$ cat src/rtl/aes_shiftrows_pipe.sv
// aes_shiftrows_pipe
//   Registered AES ShiftRows / InvShiftRows stage for Rijndael block widths
//   of NB = 4, 6 or 8 columns, with a 2-entry output FIFO and valid/ready
//   handshakes on both sides.
//
// Parameters
//   NB  number of state columns (4, 6 or 8; anything else fails elaboration)
//   W   state width in bits, fixed at 32*NB
//
// Ports
//   sys_clk    in   1  clock, rising edge
//   sys_rst_n  in   1  synchronous active-low reset
//   in_valid   in   1  input transfer request
//   in_ready   out  1  block can accept input this cycle
//   in_inv     in   1  0 = ShiftRows, 1 = InvShiftRows, captured with in_data
//   in_data    in   W  input state, byte 0 in the top byte, column-major
//   out_valid  out  1  out_data holds a result
//   out_ready  in   1  downstream accepts the output
//   out_data   out  W  shifted state (head FIFO entry, registered)
//   out_inv    out  1  mode used for the current out_data
//
// Optional feature (macro AES_SR_STATS_EN)
//   beat_cnt   out  16 saturating count of output transfers
//   stall_cnt  out  16 saturating count of cycles with out_valid & ~out_ready
module aes_shiftrows_pipe #(
  parameter  int NB = 4,
  localparam int W  = 32 * NB
) (
  input  logic         sys_clk,
  input  logic         sys_rst_n,
  input  logic         in_valid,
  output logic         in_ready,
  input  logic         in_inv,
  input  logic [W-1:0] in_data,
  output logic         out_valid,
  input  logic         out_ready,
  output logic [W-1:0] out_data,
  output logic         out_inv
`ifdef AES_SR_STATS_EN
  ,
  output logic [15:0]  beat_cnt,
  output logic [15:0]  stall_cnt
`endif
);

  if (NB != 4 && NB != 6 && NB != 8) begin : g_bad_nb
    $error("aes_shiftrows_pipe: NB must be 4, 6 or 8");
  end

  // ---------------------------------------------------------------------
  // Byte permutation. Every output byte is a fixed wire from one input
  // byte, so both directions are pure routing and the mode only picks
  // between the two permuted vectors.
  // ---------------------------------------------------------------------
  logic [W-1:0] fwd_data;
  logic [W-1:0] inv_data;
  logic [W-1:0] shifted;

  for (genvar gi = 0; gi < 4; gi++) begin : g_row
    // NB = 8 uses the wider Rijndael offsets {0,1,3,4} for rows 2 and 3.
    localparam int OFF = (NB == 8 && gi >= 2) ? gi + 1 : gi;
    for (genvar gj = 0; gj < NB; gj++) begin : g_col
      localparam int FSRC = (gj + OFF) % NB;
      localparam int ISRC = (gj - OFF + NB) % NB;
      assign fwd_data[W-1-8*(gi+4*gj) -: 8] = in_data[W-1-8*(gi+4*FSRC) -: 8];
      assign inv_data[W-1-8*(gi+4*gj) -: 8] = in_data[W-1-8*(gi+4*ISRC) -: 8];
    end
  end

  assign shifted = in_inv ? inv_data : fwd_data;

  // ---------------------------------------------------------------------
  // 2-entry FIFO
  // ---------------------------------------------------------------------
  logic [W-1:0] data_mem [0:1];
  logic         inv_mem  [0:1];
  logic         head_reg, head_next;
  logic         tail_reg, tail_next;
  logic [1:0]   count_reg, count_next;
  logic [W-1:0] out_data_reg, out_data_next;
  logic         out_inv_reg, out_inv_next;
  logic         push;
  logic         pop;

  // Ready depends only on the occupancy register (and reset), never on
  // out_ready, so no combinational path crosses the stage.
  assign in_ready  = sys_rst_n & (count_reg != 2'd2);
  assign out_valid = (count_reg != 2'd0);
  assign push      = in_valid & in_ready;
  assign pop       = out_valid & out_ready;

  always_comb begin
    head_next     = head_reg;
    tail_next     = tail_reg;
    count_next    = count_reg;
    out_data_next = out_data_reg;
    out_inv_next  = out_inv_reg;

    if (push) tail_next = ~tail_reg;
    if (pop)  head_next = ~head_reg;

    case ({push, pop})
      2'b10:   count_next = count_reg + 2'd1;
      2'b01:   count_next = count_reg - 2'd1;
      default: count_next = count_reg;
    endcase

    // The output register mirrors the entry that will be head next cycle.
    // When that entry is the one being written right now (FIFO empty, or
    // a single entry being popped), take it straight from the permutation.
    // When the FIFO drains, the last value is simply held.
    if (count_next != 2'd0) begin
      if (push && (head_next == tail_reg)) begin
        out_data_next = shifted;
        out_inv_next  = in_inv;
      end else begin
        out_data_next = data_mem[head_next];
        out_inv_next  = inv_mem[head_next];
      end
    end
  end

  always_ff @(posedge sys_clk) begin
    if (!sys_rst_n) begin
      head_reg     <= 1'b0;
      tail_reg     <= 1'b0;
      count_reg    <= 2'd0;
      out_data_reg <= '0;
      out_inv_reg  <= 1'b0;
    end else begin
      head_reg     <= head_next;
      tail_reg     <= tail_next;
      count_reg    <= count_next;
      out_data_reg <= out_data_next;
      out_inv_reg  <= out_inv_next;
    end
  end

  // Storage needs no reset: an entry is only ever read after it was written.
  always_ff @(posedge sys_clk) begin
    if (push) begin
      data_mem[tail_reg] <= shifted;
      inv_mem[tail_reg]  <= in_inv;
    end
  end

  assign out_data = out_data_reg;
  assign out_inv  = out_inv_reg;

`ifdef AES_SR_STATS_EN
  logic [15:0] beat_cnt_reg;
  logic [15:0] stall_cnt_reg;

  always_ff @(posedge sys_clk) begin
    if (!sys_rst_n) begin
      beat_cnt_reg  <= 16'd0;
      stall_cnt_reg <= 16'd0;
    end else begin
      if (pop && (beat_cnt_reg != 16'hFFFF))
        beat_cnt_reg <= beat_cnt_reg + 16'd1;
      if (out_valid && !out_ready && (stall_cnt_reg != 16'hFFFF))
        stall_cnt_reg <= stall_cnt_reg + 16'd1;
    end
  end

  assign beat_cnt  = beat_cnt_reg;
  assign stall_cnt = stall_cnt_reg;
`endif

endmodule

$ cat config.mk
export PLATFORM = sky130hd
export DESIGN_NAME = aes_shiftrows_pipe
export DESIGN_NICKNAME = d
export VERILOG_FILES = /design/src/rtl/aes_shiftrows_pipe.sv
export SDC_FILE = /design/constraint.sdc
export NUM_CORES = 1
export LEC_CHECK = 0
export ABC_AREA = 1
export ABC_CLOCK_PERIOD_IN_PS = 12950
export BUFFER_PORTS_ARGS = -buffer_cell sky130_fd_sc_hd__buf_4
export CAP_MARGIN = 30
export CORE_ASPECT_RATIO = 0.75
export CORE_UTILIZATION = 35
export DETAILED_ROUTE_END_ITERATION = 8
export HOLD_SLACK_MARGIN = 0.02
export PLACE_DENSITY = 0.52
export SYNTH_ARGS = -nofsm -noshare
export SYNTH_HDL_FRONTEND = slang
export SYNTH_SLANG_ARGS = --single-unit
$ cat constraint.sdc
create_clock -name sys_clk -period 12.95 [get_ports sys_clk]
set_input_delay 3.885 -clock sys_clk [delete_from_list [all_inputs] [get_ports sys_clk]]
set_output_delay 3.885 -clock sys_clk [all_outputs]
set_load 0.005 [all_outputs]
* Yosys cells after proc, flatten, opt, wreduce, memory -nomap -nowiden *
Memory sizes are Yosys's and may differ from the RTL's. A register that Yosys moved wholly into a read port is not among the register bits.
Cells that the tools add are included.

storage, ports and cells
  bits in registers = 4
  bits in writable memories = 258
  bits of input ports = 133
  logic and storage cells = 24
  memories = 2

memory list
  name      words  bits a word  read ports  clocked after memory_dff  write ports  RTL line  RTL
  data_mem  2      128          1           1                         1            75        logic [W-1:0] data_mem [0:1];
  inv_mem   2      1            1           1                         1            76        logic inv_mem [0:1];

operators by class
  add/subtract/negate cells = 2
  eq/ne operators = 3
  muxes and demuxes = 5
  bitwise logic cells = 5
  reductions and logical operators = 4

operator list
  cell                   number
  $mux W120              1
  $pmux W2 S2            1
  $reduce_bool A2 Y1     2
  $and A1 B1 Y1          3
  $mux W1                3
  $add A2 B1 Y2 const B  1
  $eq A2 B1 Y1 const B   1
  $eq A2 B2 Y1 const B   1
  $logic_not A1 Y1       2
  $ne A2 B2 Y1 const B   1
  $not A1 Y1             2
  $sub A2 B1 Y2 const B  1

* Logic depth before layout (Yosys ltp) *
Gate-level depths: netlist of the first run.

  depth in word-level cells = 6
  gate-level depth with buffers = 19

* Least setup slack after synthesis of the first run *
OpenSTA, ideal clock, no wires.

  path type = input to register
  from = input port sys_rst_n
  to = memory data_mem[0][0] in the netlist's numbering, enable pin
  setup time = 618 ps
  arrival time = 9947 ps
  setup slack = 2385 ps
  cell stages on the path = 7
  buffers on the path = 2
  cells stage by stage = inv_2 a21oi_2 and2_1 buf_2 buf_2 inv_1 nor2_1

between the ends
  word-level cells in the longest chain between the ends = 4

ends and longest elaborated chain
  element                        RTL line  RTL
  start: declaration             30        input logic sys_rst_n,
  $and A1 B1 Y1                  87        assign in_ready = sys_rst_n & (count_reg != 2'd2);
  net in_ready                   32        output logic in_ready,
  $and A1 B1 Y1                  89        assign push = in_valid & in_ready;
  $mux W1                        141       if (push) begin
  $mux W1 (implied by the code)  142       data_mem[tail_reg] <= shifted;
  end: declaration               75

The timed path passes the listed nets, and every way through them passes these cells.

* Final worst setup path of the first run *
  from = input port sys_rst_n
  to = output port in_ready

between the ends
  word-level cells in the longest chain between the ends = 1

ends and longest elaborated chain
  element           RTL line
  $and A1 B1 Y1     87
  end: declaration  32

Every way passes these cells.

==> results.sh, run 1 <==
export IMPL_final_common_cell="nand2_1"
export IMPL_drc=0
export IMPL_maxSlewHeadroom=0.2744
export IMPL_timing_clock_skew_ps=10.15
export IMPL_die_area_um2=49930
export IMPL_path_delay_family="buffers and inverters"
export IMPL_area_growth_pct=22.34
export IMPL_num_rows=69
export IMPL_die_h_um=193.8
export IMPL_ys_ff_latch=391
export IMPL_post_route_period_util=0.6679
export IMPL_synthesis_area_um2=17160
export IMPL_setup_viol=0
export IMPL_start_kind="input pin"
export IMPL_largest_register_ffs=256
export IMPL_track_usage=0.1933
export IMPL_run_status="complete, no violations"
export IMPL_synth_seq_area_share=0.6066
export IMPL_synth_cell_type_count=24
export IMPL_final_cell_mix="nand2_1 (661), nand3_1 (291), buf_4 (274), nor2_1 (258), edfxtp_1 (258)"
export IMPL_critPathArrivalTime_ps=4760
export IMPL_clock_path_buffers=3
export IMPL_ant_nets=0
export IMPL_hp_class="flip-flop to flip-flop"
export IMPL_p_comb_frac=0.422
export IMPL_post_drt_wl_per_cell_um=16.89
export IMPL_gp_congestion=0.7586
export IMPL_grt_start_max_net_pins=203
export IMPL_worst_pin_slew_ps=1088
export IMPL_coreArea_um2=47910
export IMPL_holdBufCountCts=0
export IMPL_crit_path_frequent_cell="buf_4"
export IMPL_hpwl_um=27080
export IMPL_first_global_vias=13130
export IMPL_ir_drop_mv=0.2983
export IMPL_slowest_delay_ps=520
export IMPL_period_minus_slack_ps=8649
export IMPL_cts_tree="yes"
export IMPL_nNetsFinal=2342
export IMPL_pre_cts_slack_ps=4220
export IMPL_hold_viol=0
export IMPL_htreeDepth=2
export IMPL_cp_cell_sequence="buf_4 > inv_4 > a21oi_2 > buf_4"
export IMPL_rsz0062_at_grt="no"
export IMPL_grt_pass1_wl_um=75630
export IMPL_cp_end_kind="primary output"
export IMPL_internal_power_mw=3.029
export IMPL_clkPwrFrac=0.250
export IMPL_grt_antenna_before_repair=8
export IMPL_grt_ovfl_total=0
export IMPL_worst_path_max_fanout=60
export IMPL_post_cts_buffers=0
export IMPL_first_pass_iters=5
export IMPL_yosysWarnings=0
export IMPL_drv_cap=0
export IMPL_fillers=4717
export IMPL_initial_core_util=0.3581
export IMPL_switching_share=0.3963
export IMPL_max_freq_mhz=115.6
export IMPL_maxSlewViolCount=0
export IMPL_syn_nets=2145
export IMPL_drt_iter0_markers=897
export IMPL_clock_sinks=391
export IMPL_pwr_share_seq=0.328
export IMPL_clk_latency_ps=560
export IMPL_cp_num_buf_inv=3
export IMPL_vias_per_cell=4.715
export IMPL_critPathKind="input pin to primary output"
export IMPL_critPathSlowestCell="inv_4"
export IMPL_clockRootBuffer="clkbuf_16"
export IMPL_power_density_nw_per_um2=239.0
export IMPL_avgSynthCellArea_um2=8.533
export IMPL_syn_inst=2011
export IMPL_num_vias=13610
export IMPL_worst_slack_ps=4301
export IMPL_io_buffers=263
export IMPL_drive_gt1_frac=0.1588
export IMPL_routed_wl_um=48760
export IMPL_switching_power_mw=1.989
export IMPL_power_leakage_nw=9.781
export IMPL_numCtsBuffers=44
export IMPL_io_pins=264
export IMPL_critPathRequiredTime_ps=9060
export IMPL_cts_resized=0
export IMPL_clk_pin_slew_worst_paths_ps=60
export IMPL_tns_ps=0
export IMPL_die_w_um=257.7
==> power by group through the flow <==
| stage | Clock, mW | Combinational (mW) | Sequential [mW] |
|---|---|---|---|
| 2_1_floorplan | 0 | 1.47 | 1.68 |
| 3_3_place_gp | 0 | 2.13 | 1.67 |
| 3_5_place_dp | 0 | 2.15 | 1.67 |
| 4_1_cts | 1.29 | 2.16 | 1.65 |
| 5_1_grt | 1.34 | 2.43 | 1.67 |
| 6_report | 1.25 | 2.12 | 1.65 |
==> worst min-delay path, cell delays in order, from the launching register on <==
cell	delay, ps
dfxtp_1	310
nand2_1	60
a21oi_1	50
==> final timing paths <==
kind | cells past startpoint | slack, ps | to | start
min | 2 | 470 | out_data[103]$_SDFFE_PN0P_ | out_data[103]$_SDFFE_PN0P_
max | 4 | 4300 | in_ready | sys_rst_n
max reg2reg | 15 | 8620 | out_data[100]$_SDFFE_PN0P_ | count_reg[0]$_SDFF_PN0_
min reg2reg | 2 | 470 | out_data[103]$_SDFFE_PN0P_ | out_data[103]$_SDFFE_PN0P_
==> cells in the mapped netlist, drive strengths merged <==
cell,number,share of area
a21oi,41,0.012
and2,1,0.00036
buf,89,0.028
clkbuf,38,0.0083
dfxtp,133,0.16
edfxtp,258,0.45
ha,1,0.00073
inv,187,0.041
nand2,666,0.15
nand3,293,0.086
nand4,1,0.00036
nor2,260,0.057
o21ai,41,0.012
or2,1,0.00036
xor2,1,0.00051
==> final cells by class <==
cell class / instances / area, um2 / area share
clock buffer: 69 / 1306 / 0.06222
multi-input combinational: 1306 / 5466 / 0.2604
sequential: 391 / 10410 / 0.4959
inverter: 187 / 706.9 / 0.03367
antenna: 6 / 15.01 / 0.0007152
tap: 639 / 799.5 / 0.03808
timing repair buffer: 278 / 2160 / 0.1029
clock inverter: 11 / 130.1 / 0.006198
==> per-layer routing <==
metal | vias to the layer above | track usage | share of wire
met5 | - | 0 | 0.0016
met3 | 68 | 0.04510 | 0.065
li1 | 6835 | - | -
met4 | 10 | 0.04909 | 0.019
met2 | 348 | 0.3162 | 0.46
met1 | 6351 | 0.2571 | 0.45
==> cells by family after synthesis <==
group	after synthesis	share of synthesized area
AO/OA/AOI/OAI	82	0.02413
XOR/XNOR	1	0.0005105
adder cells (fa/ha/maj)	1	0.0007290
buffers and inverters	314	0.07714
flip-flops	391	0.6066
AND/OR/NAND/NOR	1222	0.2909
==> stage by stage <==
stage | total power, mW | hold slack (ps) | utilization | area [um2] | instances
2_1_floorplan | 3.152 | 460.2 | - | 17160 | 2011
3_3_place_gp | 3.804 | 459.2 | 0.4061 | 19460 | 2798
3_5_place_dp | 3.828 | 459.3 | 0.4073 | 19520 | 2800
4_1_cts | 5.105 | 468.0 | 0.4373 | 20950 | 2880
5_1_grt | 5.436 | 485.9 | 0.4378 | 20980 | 2881
6_report | 5.017 | 466.9 | 0.4382 | 20990 | 2887
No activity file was read; power rests on OpenSTA's default activity.
==> run 2, diff against run 1 <==
--- a/config.mk
+++ b/config.mk
@@ -6,7 +6,7 @@
 export NUM_CORES = 1
 export LEC_CHECK = 0
 export ABC_AREA = 1
-export ABC_CLOCK_PERIOD_IN_PS = 12950
+export ABC_CLOCK_PERIOD_IN_PS = 8700
 export BUFFER_PORTS_ARGS = -buffer_cell sky130_fd_sc_hd__buf_4
 export CAP_MARGIN = 30
 export CORE_ASPECT_RATIO = 0.75
==> constraint.sdc (replaced) <==
create_clock -name sys_clk -period 8.7 [get_ports sys_clk]
set_input_delay 2.61 -clock sys_clk [delete_from_list [all_inputs] [get_ports sys_clk]]
set_output_delay 2.61 -clock sys_clk [all_outputs]
set_load 0.005 [all_outputs]
==> results.sh, run 2 (synthesis results as in run 1) <==
export IMPL_coreArea_um2=47910
export IMPL_holdBufCountCts=0
export IMPL_area_growth_pct=22.59
export IMPL_post_route_period_util=0.7005
export IMPL_ir_drop_mv=0.4674
export IMPL_worst_pin_slew_ps=965.4
export IMPL_largest_register_ffs=256
export IMPL_post_cts_buffers=0
export IMPL_drt_iter0_markers=862
export IMPL_grt_start_max_net_pins=191
export IMPL_clock_sinks=391
export IMPL_final_common_cell="nand2_1"
export IMPL_initial_core_util=0.3581
export IMPL_maxSlewHeadroom=0.3564
export IMPL_rr_worst_depth=15
export IMPL_r2r_end="out_data[59]$_SDFFE_PN0P_"
export IMPL_grt_antenna_before_repair=4
export IMPL_io_pins=264
export IMPL_post_drt_wl_per_cell_um=16.94
export IMPL_first_pass_iters=4
export IMPL_nNetsFinal=2344
export IMPL_die_h_um=193.8
export IMPL_numCtsBuffers=44
export IMPL_num_vias=13610
export IMPL_cp_end_kind="flip-flop"
export IMPL_min_from="out_data[7]$_SDFFE_PN0P_"
export IMPL_hp_class="flip-flop to flip-flop"
export IMPL_drc=0
export IMPL_critPathArrivalTime_ps=6560
export IMPL_power_density_nw_per_um2=353.9
export IMPL_path_depth=16
export IMPL_p_total_mw=7.445
export IMPL_run_status="complete, no violations"
export IMPL_drv_cap=0
export IMPL_htreeDepth=2
export IMPL_start_kind="input pin"
export IMPL_num_rows=69
export IMPL_r2r_setup_slack_ps=4430
export IMPL_first_global_vias=12970
export IMPL_io_buffers=263
export IMPL_critPathSlowestCell="buf_12"
export IMPL_vias_per_cell=4.715
export IMPL_clk_pin_slew_worst_paths_ps=60
export IMPL_maxSlewViolCount=0
export IMPL_rsz0062_at_grt="no"
export IMPL_hpwl_um=27310
export IMPL_path_delay_family="simple AND/OR/NAND/NOR gates"
export IMPL_r2r_start="count_reg[0]$_SDFF_PN0_"
export IMPL_clock_path_buffers=3
export IMPL_grt_pass1_wl_um=75510
export IMPL_whs_path_depth=2
export IMPL_die_area_um2=49930
export IMPL_holdPathEnd="out_data[7]$_SDFFE_PN0P_"
export IMPL_period_minus_slack_ps=6094
export IMPL_tns_ps=0
export IMPL_setup_viol=0
export IMPL_track_usage=0.1934
export IMPL_cts_tree="yes"
export IMPL_hold_viol=0
export IMPL_grt_ovfl_total=0
export IMPL_worst_path_max_fanout=190
export IMPL_max_freq_mhz=164.1
export IMPL_cts_resized=0
export IMPL_ant_nets=0
export IMPL_clk_latency_ps=560
export IMPL_power_leakage_nw=9.801
export IMPL_clockRootBuffer="clkbuf_16"
export IMPL_gp_congestion=0.7765
export IMPL_cp_cell_sequence="buf_4 > inv_4 > a21oi_2 > and2_4 > inv_1 > ha_1 > or2_1 > nand3_1 > nand2_1 > nand2_1 > inv_1 > nand2_4 > buf_12 > nand3_1 > nand2_1 > inv_1"
export IMPL_critPathRequiredTime_ps=9160
export IMPL_timing_clock_skew_ps=11.59
export IMPL_slowest_delay_ps=700
export IMPL_drive_gt1_frac=0.1609
export IMPL_routed_wl_um=48880
export IMPL_critPathKind="input pin to flip-flop"
export IMPL_final_cell_mix="nand2_1 (661), nand3_1 (291), buf_4 (273), nor2_1 (258), edfxtp_1 (258)"
export IMPL_die_w_um=257.7
export IMPL_cp_num_buf_inv=6
-- run 2: cell types whose count changed in the layout (fill, tap and decap cells not counted), sizes merged --
cell,delta
buf,+2
diode,-2
clkinv,+3
clkinvlp,+1
clkbuf,-5
-- run 2: how the worst max path moves through the flow --
stage / startpoint / to / slack [ps]
2_1_floorplan: sys_rst_n / data_mem[0][0]$_DFFE_PP_ / -590
3_3_place_gp: sys_rst_n / out_data[59]$_SDFFE_PN0P_ / 1740
3_5_place_dp: sys_rst_n / out_data[59]$_SDFFE_PN0P_ / 1650
4_1_cts: sys_rst_n / out_data[59]$_SDFFE_PN0P_ / 2240
5_1_grt: sys_rst_n / out_data[59]$_SDFFE_PN0P_ / 2300
6_report: sys_rst_n / out_data[59]$_SDFFE_PN0P_ / 2610
-- run 2: routing by layer --
metal,vias up,global-route usage,wire (um)
met1,6403,0.2545,22180
met3,66,0.04327,2849
li1,6834,-,-
met5,-,0,26
met2,300,0.3197,22880
met4,4,0.05238,942
-- run 2: worst min-delay path: stages, from the launching register on --
cell     delay, ps
dfxtp_1        310
nand2_1         60
a21oi_1         50
-- run 2: power breakdown --
| part | switching [mW] | internal [mW] | leakage (nW) |
|---|---|---|---|
| Clock | 0.757 | 1.09 | 0.695 |
| Sequential | 0.145 | 2.31 | 3.47 |
| Combinational | 2.05 | 1.10 | 5.64 |
-- run 2: area by class of cell --
class | instances | area (um2)
diodes | 4 | 10.01
flip-flops and latches | 391 | 10410
well taps | 639 | 799.5
clock inverters | 15 | 158.9
clock buffers | 64 | 1257
repair buffers | 280 | 2227
fillers | 4734 | 26880
multi-input cells | 1306 | 5466
inverters | 187 | 706.9
-- run 2: stage by stage --
step,hold WS (ps),std cells,setup slack (ps),area [um2],util
CTS,468.9,2878,2235,20920,0.4365
global placement,459.0,2798,1740,19470,0.4064
floorplan,460.2,2011,-590.1,17160,-
finish,465.9,2886,2606,21040,0.4390
detailed placement,459.5,2799,1646,19500,0.4070
global route,485.3,2882,2298,21030,0.4388
